$ cat src/rtl/vga_pkg.sv
`default_nettype none
// ============================================================================
// Module      : vga_pkg
// Description : Shared definitions for the VGA colour back-end: default
//               channel width, default sync polarity, {r,g,b} packing and
//               the blink phase encoding.
// Revision    : 1.0 - initial release
// ============================================================================
package vga_pkg;

  // Default channel width for the 12-bit (4:4:4) RGB DAC.
  localparam int CW_DEF = 4;

  // 640x480@60 uses negative-going HS and VS pulses.
  localparam bit VGA_640X480_SYNC_POL = 1'b0;
  localparam bit SYNC_POL_DEF         = VGA_640X480_SYNC_POL;

  // Colour word layout used everywhere: r in the MSBs, b in the LSBs.
  typedef struct packed {
    logic [CW_DEF-1:0] r;
    logic [CW_DEF-1:0] g;
    logic [CW_DEF-1:0] b;
  } rgb_t;

  // PH_FORCE0 replaces the pixel's palette index with entry 0.
  typedef enum logic {
    PH_SHOW   = 1'b0,
    PH_FORCE0 = 1'b1
  } blink_phase_e;

endpackage
`default_nettype wire

$ cat src/rtl/vga_palette_bank.sv
`default_nettype none
// ============================================================================
// Module      : vga_palette_bank
// Description : Double-buffered palette. Writes land in the shadow copy; a
//               commit strobe copies the whole shadow into the active copy
//               in one cycle when a commit is outstanding.
// Ports       : clk, reset_n        - pixel clock, async active-low reset
//               wr_en/wr_addr/wr_data - shadow write port ({r,g,b})
//               commit              - frame-edge strobe
//               rd_addr/rd_data     - combinational read of the active copy
//               wr_pending          - shadow holds uncommitted writes
// Revision    : 1.0 - initial release
// ============================================================================
module vga_palette_bank #(
  parameter int              CW    = 4,
  parameter int              SELW  = 1,
  parameter logic [3*CW-1:0] INIT0 = 12'hCA7,
  parameter logic [3*CW-1:0] INIT1 = 12'hF00
) (
  input  logic              clk,
  input  logic              reset_n,
  input  logic              wr_en,
  input  logic [SELW-1:0]   wr_addr,
  input  logic [3*CW-1:0]   wr_data,
  input  logic              commit,
  input  logic [SELW-1:0]   rd_addr,
  output logic [3*CW-1:0]   rd_data,
  output logic              wr_pending
);

  localparam int N  = 1 << SELW;
  localparam int DW = 3 * CW;

  logic [DW-1:0] shadow_q [N];
  logic [DW-1:0] shadow_d [N];
  logic [DW-1:0] active_q [N];
  logic [DW-1:0] active_d [N];
  logic          pending_q;
  logic          pending_d;

  function automatic logic [DW-1:0] init_val(input int idx);
    if (idx == 0)      return INIT0;
    else if (idx == 1) return INIT1;
    else               return '0;
  endfunction

  // The commit reads shadow_q, so a write in the same cycle is not part of
  // the copy; it stays in the shadow and re-arms the pending flag.
  always_comb begin
    shadow_d  = shadow_q;
    active_d  = active_q;
    pending_d = pending_q;
    if (commit && pending_q) begin
      active_d  = shadow_q;
      pending_d = 1'b0;
    end
    if (wr_en) begin
      shadow_d[wr_addr] = wr_data;
      pending_d         = 1'b1;
    end
  end

  always_ff @(posedge clk or negedge reset_n) begin
    if (!reset_n) begin
      for (int i = 0; i < N; i++) begin
        shadow_q[i] <= init_val(i);
        active_q[i] <= init_val(i);
      end
      pending_q <= 1'b0;
    end else begin
      shadow_q  <= shadow_d;
      active_q  <= active_d;
      pending_q <= pending_d;
    end
  end

  assign rd_data    = active_q[rd_addr];
  assign wr_pending = pending_q;

endmodule
`default_nettype wire

$ cat src/rtl/vga_palette_mux.sv
`default_nettype none
// ============================================================================
// Module      : vga_palette_mux
// Description : Colour back-end between the VGA timing generator and the RGB
//               pins. Two-stage pipeline: S1 registers the (blink-adjusted)
//               palette index, video_on and syncs; S2 registers the looked-up
//               colour (blanked outside active video) and the delayed syncs.
//               Palette updates commit at the vertical-sync assertion edge.
// Ports       : clk, reset_n            - pixel clock, async active-low reset
//               hs_in, vs_in, video_on  - timing generator inputs
//               sel, blink_en           - pixel index, blink enable
//               wr_en/wr_addr/wr_data   - palette shadow write port
//               wr_pending              - commit outstanding
//               r, g, b, hs, vs         - registered outputs, 2-cycle latency
// Revision    : 1.0 - initial release
// ============================================================================
module vga_palette_mux
  import vga_pkg::*;
#(
  parameter int              CW           = CW_DEF,
  parameter int              SELW         = 1,
  parameter logic [3*CW-1:0] INIT0        = 12'hCA7,
  parameter logic [3*CW-1:0] INIT1        = 12'hF00,
  parameter bit              SYNC_POL     = SYNC_POL_DEF,
  parameter int              BLINK_FRAMES = 30
) (
  input  logic              clk,
  input  logic              reset_n,
  input  logic              hs_in,
  input  logic              vs_in,
  input  logic              video_on,
  input  logic [SELW-1:0]   sel,
  input  logic              blink_en,
  input  logic              wr_en,
  input  logic [SELW-1:0]   wr_addr,
  input  logic [3*CW-1:0]   wr_data,
  output logic              wr_pending,
  output logic [CW-1:0]     r,
  output logic [CW-1:0]     g,
  output logic [CW-1:0]     b,
  output logic              hs,
  output logic              vs
);

  localparam int              DW       = 3 * CW;
  localparam int              CNTW     = $clog2(BLINK_FRAMES + 1);
  localparam logic [CNTW-1:0] CNT_LAST = CNTW'(BLINK_FRAMES - 1);

  logic [SELW-1:0] sel_s1_q, sel_s1_d;
  logic            video_on_s1_q, video_on_s1_d;
  logic            hs_s1_q, hs_s1_d;
  logic            vs_s1_q, vs_s1_d;
  logic [DW-1:0]   rgb_q, rgb_d;
  logic            hs_q, hs_d;
  logic            vs_q, vs_d;
  logic [CNTW-1:0] blink_cnt_q, blink_cnt_d;
  blink_phase_e    phase_q, phase_d;
  logic            vs_start;
  logic [DW-1:0]   rd_data;

  always_comb begin
    // The S1 copy of vs_in doubles as the previous-cycle value for edge
    // detection, so a held sync produces a single frame edge.
    vs_start = (vs_in == SYNC_POL) && (vs_s1_q != SYNC_POL);

    blink_cnt_d = blink_cnt_q;
    phase_d     = phase_q;
    if (!blink_en) begin
      blink_cnt_d = '0;
      phase_d     = PH_SHOW;
    end else if (vs_start) begin
      if (blink_cnt_q == CNT_LAST) begin
        blink_cnt_d = '0;
        phase_d     = (phase_q == PH_SHOW) ? PH_FORCE0 : PH_SHOW;
      end else begin
        blink_cnt_d = blink_cnt_q + CNTW'(1);
      end
    end

    sel_s1_d      = (phase_q == PH_FORCE0) ? '0 : sel;
    video_on_s1_d = video_on;
    hs_s1_d       = hs_in;
    vs_s1_d       = vs_in;

    // In a commit cycle rd_data is still the old palette; the new one is
    // visible from the next lookup onward.
    rgb_d = video_on_s1_q ? rd_data : '0;
    hs_d  = hs_s1_q;
    vs_d  = vs_s1_q;
  end

  always_ff @(posedge clk or negedge reset_n) begin
    if (!reset_n) begin
      sel_s1_q      <= '0;
      video_on_s1_q <= 1'b0;
      hs_s1_q       <= ~SYNC_POL;
      vs_s1_q       <= ~SYNC_POL;
      rgb_q         <= '0;
      hs_q          <= ~SYNC_POL;
      vs_q          <= ~SYNC_POL;
      blink_cnt_q   <= '0;
      phase_q       <= PH_SHOW;
    end else begin
      sel_s1_q      <= sel_s1_d;
      video_on_s1_q <= video_on_s1_d;
      hs_s1_q       <= hs_s1_d;
      vs_s1_q       <= vs_s1_d;
      rgb_q         <= rgb_d;
      hs_q          <= hs_d;
      vs_q          <= vs_d;
      blink_cnt_q   <= blink_cnt_d;
      phase_q       <= phase_d;
    end
  end

  vga_palette_bank #(
    .CW    (CW),
    .SELW  (SELW),
    .INIT0 (INIT0),
    .INIT1 (INIT1)
  ) u_bank (
    .clk        (clk),
    .reset_n    (reset_n),
    .wr_en      (wr_en),
    .wr_addr    (wr_addr),
    .wr_data    (wr_data),
    .commit     (vs_start),
    .rd_addr    (sel_s1_q),
    .rd_data    (rd_data),
    .wr_pending (wr_pending)
  );

  assign r  = rgb_q[DW-1:2*CW];
  assign g  = rgb_q[2*CW-1:CW];
  assign b  = rgb_q[CW-1:0];
  assign hs = hs_q;
  assign vs = vs_q;

endmodule
`default_nettype wire

$ cat config.mk
export PLATFORM = sky130hd
export DESIGN_NAME = vga_palette_mux
export DESIGN_NICKNAME = d
export VERILOG_FILES = /design/src/rtl/vga_pkg.sv /design/src/rtl/vga_palette_bank.sv /design/src/rtl/vga_palette_mux.sv
export SDC_FILE = /design/constraint.sdc
export NUM_CORES = 1
export LEC_CHECK = 0
export CORE_ASPECT_RATIO = 1.25
export CORE_UTILIZATION = 30
export CTS_CLUSTER_SIZE = 16
export DETAILED_ROUTE_END_ITERATION = 8
export PLACE_DENSITY_LB_ADDON = 0.12
export SYNTH_ARGS = -nofsm -noshare
export SYNTH_HDL_FRONTEND = slang
export SYNTH_HIERARCHICAL = 1
export SYNTH_SLANG_ARGS = --single-unit
$ cat constraint.sdc
create_clock -name clk -period 2.62 [get_ports clk]
set_input_delay 0.524 -clock clk [delete_from_list [all_inputs] [get_ports clk]]
set_output_delay 0.524 -clock clk [all_outputs]
set_load 0.05 [all_outputs]
==> flow_summary.yaml, run 1 <==
synthesis:
  netlist_area_um2: 3110
  synth-seq-cells: 73
  yosysSeqAreaShare: 0.597
  async_reset_ff_frac: 1.00
  synth_top_area_share: 0.378
  synth_edf_count: 0
  synth_xor_xnor_area_share: 0
  netlist_instances: 189
  synth_most_common_cell: "dfrtp_1"
  synth_top_area_cell: "dfrtp_1"
  synth_compound_area_frac: 0.0173
  synth_top_family_by_area: "multiplexers"
  synthTopCellsByCount: "47 x dfrtp_1, 42 x mux2_4, 26 x dfstp_2, 18 x mux2_2, 12 x and2_1"
  synthMuxAreaShare: 0.268
  synth_fa_ha_area_frac: 0.00804
  synthFlopType: "dfrtp_1"
  synth_cell_type_count: 28
  syn_area_per_cell_um2: 16.5
  yosysWarnings: 6
  synthSimpleGateAreaFrac: 0.0744
  synth.area.top_cells: "dfrtp_1 38%, dfstp_2 22%, mux2_4 20%"
  synth.net_count: 212
grt:
  gr-total-overflow: 0
  antenna_found_initial: 0
  grt_pass1_wl_mm: 9.28
  grt_use_total: 0.119
  grt_pass1_vias: 1656
  grt_start_max_net_pins: 25
setup_path:
  critPathArrivalTime_ns: 1.63
  crit_required_ns: 2.10
  slowest_delay_ns: 0.79
  worstSetupStartpointType: "flip-flop"
  crit_buf_inv: 1
  cpMaxStageDelayCell: "clkdlybuf4s50_1"
  crit_chain: "clkdlybuf4s50_1"
  cp_top_family: "buffers and inverters"
  critPathCaptureType: "primary output"
  critPathKind: "reg2out"
  crit_fanout: 1
sta:
  relSlewSlack: 0.572
  slew_violations: 0
  tightest_slew_ns: 0.641
  clock.fmax_ghz: 0.464
  rsz0062_at_grt: "false"
  tns_ns: 0
  fin_crit_sh: 0.823
  finalHoldViolations: 0
  fin_skew_ns: 0.00775
  min_period_ns: 2.16
  setup_violations: 0
  fin_hold_ws_ns: 0.131
clock_tree:
  cts_root_buf: "clkbuf_16"
  cts_buffers: 9
  cts_hold_buf: 0
  cts.sinks: 73
  clk_pin_slew_worst_paths_ns: 0.06
  post-cts-setup-buffer-count: 0
  tritoncts: "yes"
  clock_latency_ns: 0.33
  cts_max_level: 3
  cts_max_path_buffers: 2
  post_cts_resized: 0
final_layout:
  syn_to_final_growth_pct: 23.3
  drive_gt1_frac: 0.466
  n_antenna_cell: 0
  fin_nets: 254
  regArea_um2: 1860
  multi_input_area_um2: 1140
  n_fill_cell: 961
power:
  combPwrFrac: 0.192
  totalPowerFinal_w: 0.00324
  clockPowerShare: 0.349
  ir_worst_vdd_uv: 330
  p_sw_w: 0.000813
  switching_share: 0.251
  p_int_w: 0.00243
  power.density_nw_per_um2: 844
  p_leak_nw: 1.73
  seq_power_share: 0.459
floorplan:
  start_util: 0.308
  die_h_um: 116
  dieArea_um2: 10800
  dieWidth_um: 93.1
  rows: 41
  core_um2: 10100
  ios: 36
detailed_routing:
  vias: 1611
  drtIter0Drc: 48
  drc: 0
  first_pass_iters: 4
  wirelength_mm: 5.59
  drtAntennaViolNets: 0
  wl_per_cell_um: 15.3
  via_per_inst: 4.41
status:
  outcome: "finished, final reports clean"
hold_path:
  hold_path_class: "in2async"
job:
  drv_cap: 0
placement:
  portBuffers: 35
  gp_congestion: 0.768
  post-dp-hpwl_mm: 3.60
-- cell usage in the layout, fill, tap and decap left out, drive strengths merged, types with 4 or more instances in the layout --
master and n:
nand4 4, nand3 5, mux2 60, and2 12, buf 6, clkbuf 13
dfstp 26, inv 4, clkdlybuf4s50 34, nand2 4, dfrtp 47
-- cells by family after synthesis --
logic type / Yosys count
flip-flops: 73
multiplexers: 60
AND/OR/NAND/NOR: 34
buffers and inverters: 13
AO/OA/AOI/OAI: 7
adder cells (fa/ha/maj): 2
-- cell type report --
class                   instances  area share
flip-flops and latches         73       0.485
multi-input cells             103       0.298
repair buffers                 40      0.0998
clock buffers                  13      0.0678
well taps                     129      0.0421
clock inverters                 3     0.00391
inverters                       4     0.00391
-- final timing paths --
| check | depth (start not counted) | slack [ns] | from | endpoint |
|---|---|---|---|---|
| min reg2reg | 0 | 0.36 | hs_d | hs |
| max reg2reg | 4 | 1.03 | vs_d | u_bank/active_q[3] |
| min in group clk | 0 | 0.36 | hs_d | hs |
| min | 1 | 0.13 | reset_n | rgb_q[8] |
| max | 1 | 0.46 | hs | hs |
| max in group asynchronous | 2 | 1.81 | reset_n | vs_d |
-- registers in the layout, indices dropped and copies added (netlist names) --
register and count:
u_bank/active_q 24, video_on_s1_q 1, phase_q 1, vs_d 1
hs_d 1, sel_s1_q 1, vs 1, u_bank/shadow_q 24
blink_cnt_q 5, u_bank/wr_pending 1, rgb_q 12, hs 1
-- metrics by stage --
stage / std cells / utilization / area [um^2] / setup slack [ns]
2_1_floorplan: 189 / - / 3110 / 0.991
3_3_place_gp: 349 / 0.352 / 3560 / 0.486
3_5_place_dp: 349 / 0.352 / 3560 / 0.462
4_1_cts: 365 / 0.380 / 3840 / 0.440
5_1_grt: 365 / 0.380 / 3840 / 0.428
6_report: 365 / 0.380 / 3840 / 0.464
-- power by group through the flow --
| stage | Combinational [W] | Clock [W] | Sequential, W |
|---|---|---|---|
| after global routing | 0.000665 | 0.00122 | 0.00152 |
| after global placement | 0.000622 | 0 | 0.00150 |
| final | 0.000621 | 0.00113 | 0.00149 |
| after detailed placement | 0.000628 | 0 | 0.00151 |
| after CTS | 0.000630 | 0.00117 | 0.00149 |
| after floorplan | 0.000350 | 0 | 0.00160 |
-- metal layers --
layer | GRT usage | vias up | wire length, um
li1 | - | 749 | -
met1 | 0.161 | 816 | 2660
met2 | 0.167 | 31 | 2540
met3 | 0.0295 | 15 | 204
met4 | 0.0800 | 0 | 174
met5 | 0 | - | 0
Note: power is estimated with default switching activity, not from simulation.
==> run 2, diff against run 1 <==
- clock period: 2.62 -> 1.8 ns (I/O delays scaled with it)
==> run 2 against run 1 <==
Against the previous run:
- largest cell class unchanged
- total power increased by 50%
- flip-flop and latch count unchanged
- first-iteration DRC count decreased by 6.3%
- via count about the same
- hold slack got worse by 0.080 ns
- final cell count increased by 1.9%
- sequential power increased by 45%
- critical path depth increased by 5
- clock-buffer cell count decreased by 2
==> flow_summary.yaml, run 2 (synthesized netlist as in run 1, its figures left out) <==
floorplan:
  start_util: 0.308
  ios: 36
  core_um2: 10100
  rows: 41
  dieWidth_um: 93.1
  dieArea_um2: 10800
  die_h_um: 116
setup_path:
  crit_required_ns: 2.01
  reg2reg_depth: 5
  crit_chain: "clkdlybuf4s50_1, nand2b_1, inv_1, nand2_4, buf_12, mux2_4"
  crit_fanout: 12
  critPathKind: "in2reg"
  critPathArrivalTime_ns: 1.64
  critPathCaptureType: "flip-flop"
  worstSetupStartpointType: "primary input"
  slowest_delay_ns: 0.47
  cpMaxStageDelayCell: "clkdlybuf4s50_1"
job:
  drv_cap: 0
final_layout:
  syn_to_final_growth_pct: 27.6
  final_common_cell: "dfrtp_1"
  final_cell_mix: "47 x dfrtp_1, 42 x mux2_4, 26 x dfstp_2"
  fin_nets: 261
  n_antenna_cell: 0
  final_cells: 372
  drive_gt1_frac: 0.551
  n_fill_cell: 951
  largest_registers: "u_bank/active_q: 24 flops, u_bank/shadow_q: 24 flops, rgb_q: 12 flops"
grt:
  gr-total-overflow: 0
  grt_pass1_vias: 1659
  antenna_found_initial: 0
  grt_use_total: 0.115
  grt_start_max_net_pins: 74
  grt_pass1_wl_mm: 9.00
sta:
  fin_skew_ns: 0.00634
  relSlewSlack: 0.703
  slew_violations: 0
  rsz0062_at_grt: "false"
  min_period_ns: 1.43
  tightest_slew_ns: 0.445
  tns_ns: 0
  setup_violations: 0
  fin_crit_sh: 0.794
  finalHoldViolations: 0
  clock.fmax_ghz: 0.700
detailed_routing:
  first_pass_iters: 4
  wirelength_mm: 5.44
  vias: 1610
  drtIter0Drc: 45
  drc: 0
  via_per_inst: 4.33
  drtAntennaViolNets: 0
  wl_per_cell_um: 14.6
placement:
  dp.cells: 356
  gp_congestion: 0.723
  portBuffers: 35
  post-dp-hpwl_mm: 3.48
power:
  ir_worst_vdd_uv: 436
  p_leak_nw: 1.84
  power.density_nw_per_um2: 1230
clock_tree:
  cts.sinks: 73
  cts_buffers: 9
  post-cts-setup-buffer-count: 0
  clock_latency_ns: 0.33
  clk_pin_slew_worst_paths_ns: 0.06
  tritoncts: "yes"
  cts_max_path_buffers: 2
  post_cts_resized: 0
  cts_root_buf: "clkbuf_16"
  cts_hold_buf: 0
  cts_max_level: 3
hold_path:
  hold_path_class: "in2async"
status:
  outcome: "finished, final reports clean"
-- run 2: cell types whose count changed in the layout (fill, tap and decap cells not counted) --
cell,before,now
clkinv_4,0,1
clkdlybuf4s50_1,34,19
clkbuf_1,2,0
buf_4,5,20
buf_12,0,7
bufinv_16,0,1
-- run 2: layout make-up --
type,instances,area (um^2),area share
clock buffer,11,253,0.0636
tap,129,161,0.0406
timing repair buffer,47,485,0.122
sequential,73,1860,0.468
inverter,4,15.0,0.00378
clock inverter,5,53.8,0.0135
multi-input combinational,103,1140,0.288
-- run 2: stage by stage --
step	area (um^2)	worst slack, ns	hold WS (ns)	power (W)	util
global route	3970	0.278	0.0824	0.00512	0.393
finish	3970	0.371	0.0502	0.00488	0.393
floorplan	3110	0.262	0.0644	0.00283	-
CTS	3970	0.372	0.0713	0.00497	0.393
detailed placement	3660	0.0289	0.347	0.00313	0.363
global placement	3660	0.0418	0.349	0.00312	0.363
-- run 2: per-layer routing --
metal  global-route usage  vias up  wire length (um)
met5                    0        -                 0
met4               0.0492        0                70
met3               0.0440        6               226
met2                0.169       32              2560
met1                0.150      813              2580
li1                     -      759                 -
-- run 2: worst paths after layout --
check	end	from	slack [ns]
worst max register to register	phase_q	blink_cnt_q[1]	0.38
worst max-delay path	u_bank/active_q[3]	vs_in	0.37
min in group clk	hs	hs_d	0.35
worst min register to register	hs	hs_d	0.35
max in group asynchronous	u_bank/shadow_q[12]	reset_n	1.39
worst min-delay path	rgb_q[8]	reset_n	0.05
-- run 2: power breakdown --
part	leakage [nW]	internal [W]	switching [W]	total [W]
sequential	0.852	0.00201	0.000148	0.00216
combinational	0.828	0.000533	0.000393	0.000925
clock	0.155	0.00114	0.000649	0.00179
total	1.84	0.00369	0.00119	0.00488
-- run 2: worst max-delay path: cells and delay by family --
| family | cells | cell delay (ns) |
|---|---|---|
| muxes | 1 | 0.31 |
| and+or+nand+nor | 2 | 0.25 |
| buffers and inverters | 3 | 0.72 |
==> run 3, diff against run 2 <==
- clock period: 1.8 -> 1.28 ns (I/O delays scaled with it)
==> run 3 against run 2 <==
Against the previous run:
- critical path type is now reg2reg
- die area is the same
- clock skew is essentially flat
- final cell count grew 2.2%
- worst setup slack lost 0.45 ns
- clock-buffer cell count shrank 2
- global-route usage grew 0.65 points
- sequential power grew 43%
- highest routed layer unchanged
- via count grew 3.4%
- the flow now finishes with violations (setup timing)
- core utilization grew 3.4 points
- critical path depth shrank 2
- flip-flop and latch count is the same
==> flow_summary.yaml, run 3 (synthesized netlist as in run 1, its figures left out) <==
floorplan:
  die_h_um: 116
  ios: 36
  core_um2: 10100
  dieArea_um2: 10800
  rows: 41
  start_util: 0.308
  dieWidth_um: 93.1
clock_tree:
  tritoncts: "yes"
  cts_max_path_buffers: 2
  clk_pin_slew_worst_paths_ns: 0.06
  cts_buffers: 9
  cts_root_buf: "clkbuf_16"
  cts_max_level: 3
  clock_latency_ns: 0.34
  cts.sinks: 73
placement:
  gp_congestion: 0.704
  portBuffers: 35
  post-dp-hpwl_mm: 3.58
  dp.cells: 361
final_layout:
  final_cells: 380
  final_cell_mix: "46 x dfrtp_1, 42 x mux2_4, 26 x dfstp_2"
  n_fill_cell: 890
  largest_registers: "u_bank/active_q: 24 flops, u_bank/shadow_q: 24 flops, rgb_q: 12 flops"
  n_antenna_cell: 0
  utilization: 0.427
  drive_gt1_frac: 0.582
  fin_nets: 269
  syn_to_final_growth_pct: 38.6
  final_common_cell: "dfrtp_1"
detailed_routing:
  drtAntennaViolNets: 0
  drc: 0
  drtIter0Drc: 41
  via_per_inst: 4.38
  vias: 1665
  wl_per_cell_um: 15.0
  first_pass_iters: 4
  wirelength_mm: 5.69
power:
  ir_worst_vdd_uv: 745
  power.density_nw_per_um2: 1730
  p_leak_nw: 1.94
sta:
  tightest_slew_ns: 0.448
  fin_skew_ns: 0.00659
  relSlewSlack: 0.702
  fin_hold_ws_ns: 0.355
  slew_violations: 0
  tns_ns: -1.00
  finalHoldViolations: 0
  fin_ws_ns: -0.0801
  min_period_ns: 1.36
  setup_violations: 21
  fin_crit_sh: 1.06
  clock.fmax_ghz: 0.735
  rsz0062_at_grt: "true"
grt:
  antenna_found_initial: 0
  grt_pass1_wl_mm: 9.42
  grt_use_total: 0.121
  grt_start_max_net_pins: 74
  grt_pass1_vias: 1740
  gr-total-overflow: 0
setup_path:
  critPathKind: "reg2reg"
  critPathLaunch: "vs_d"
  reg2reg_depth: 4
  crit_required_ns: 1.56
  critPathArrivalTime_ns: 1.64
  endpoint: "phase_q"
  reg2reg_to: "phase_q"
  worstSetupStartpointType: "flip-flop"
  crit_fanout: 2
  rrSetupSlack_ns: -0.08
  worstReg2RegStart: "vs_d"
  critPathCaptureType: "flip-flop"
job:
  drv_cap: 0
status:
  violations: "setup timing"
  outcome: "finished with violations"
hold_path:
  hold_path_class: "reg2reg"
-- run 3: final cells by class --
cell class | instances | area (um^2) | share of cell area
Clock buffer | 9 | 225 | 0.0522
Clock inverter | 7 | 119 | 0.0276
Inverter | 4 | 17.5 | 0.00406
Multi-Input combinational cell | 103 | 1170 | 0.272
Sequential cell | 73 | 1860 | 0.431
Tap cell | 129 | 161 | 0.0374
Timing Repair Buffer | 55 | 756 | 0.175
-- run 3: timing repair --
action                                  4_1_cts  5_1_grt
cloned                                        0        1
pin swaps                                     2        2
gates resized for setup                       6        4
endpoints found under the hold margin        47        0
hold buffers                                  1        0
endpoints found under the setup margin       25       27
buffers inserted                              1        1
-- run 3: report_power, final --
| part | switching (W) | internal [W] | leakage [nW] |
|---|---|---|---|
| clock network | 0.000977 | 0.00190 | 0.162 |
| logic | 0.000566 | 0.000954 | 0.932 |
| registers | 0.000250 | 0.00283 | 0.851 |
| total | 0.00179 | 0.00569 | 1.94 |
-- run 3: how the worst min path moves through the flow --
stage / end / cells after the start / slack (ns) / from
floorplan: blink_cnt_q[0] / 0 / -0.04 / reset_n
global placement: rgb_q[10] / 2 / 0.32 / reset_n
detailed placement: rgb_q[7] / 2 / 0.32 / reset_n
CTS: hs_d / 1 / 0.34 / hs_in
global route: vs_d / 1 / 0.36 / vs_in
finish: hs / 0 / 0.35 / hs_d
-- run 3: metrics by stage --
step | cell area, um^2 | total power [W] | setup slack [ns]
3_3_place_gp | 3880 | 0.00461 | -0.412
6_report | 4310 | 0.00748 | -0.0801
4_1_cts | 4260 | 0.00760 | -0.0966
3_5_place_dp | 3880 | 0.00464 | -0.427
5_1_grt | 4310 | 0.00781 | -0.124
2_1_floorplan | 3120 | 0.00398 | -0.169
-- run 3: layer usage --
metal / routed length (um) / up-vias / part of all wire / GRT usage
met1: 2770 / 834 / 0.49 / 0.162
met2: 2570 / 34 / 0.45 / 0.170
met5: 0 / - / 0 / 0
met3: 210 / 13 / 0.037 / 0.0400
met4: 152 / 0 / 0.027 / 0.0738
li1: - / 784 / - / -
-- run 3: worst max-delay path, cell delays in order, from the launching register on --
cell and delay (ns):
dfstp_2 0.55, nand2b_4 0.07, buf_6 0.11, or4b_1 0.51, nand2_1 0.07
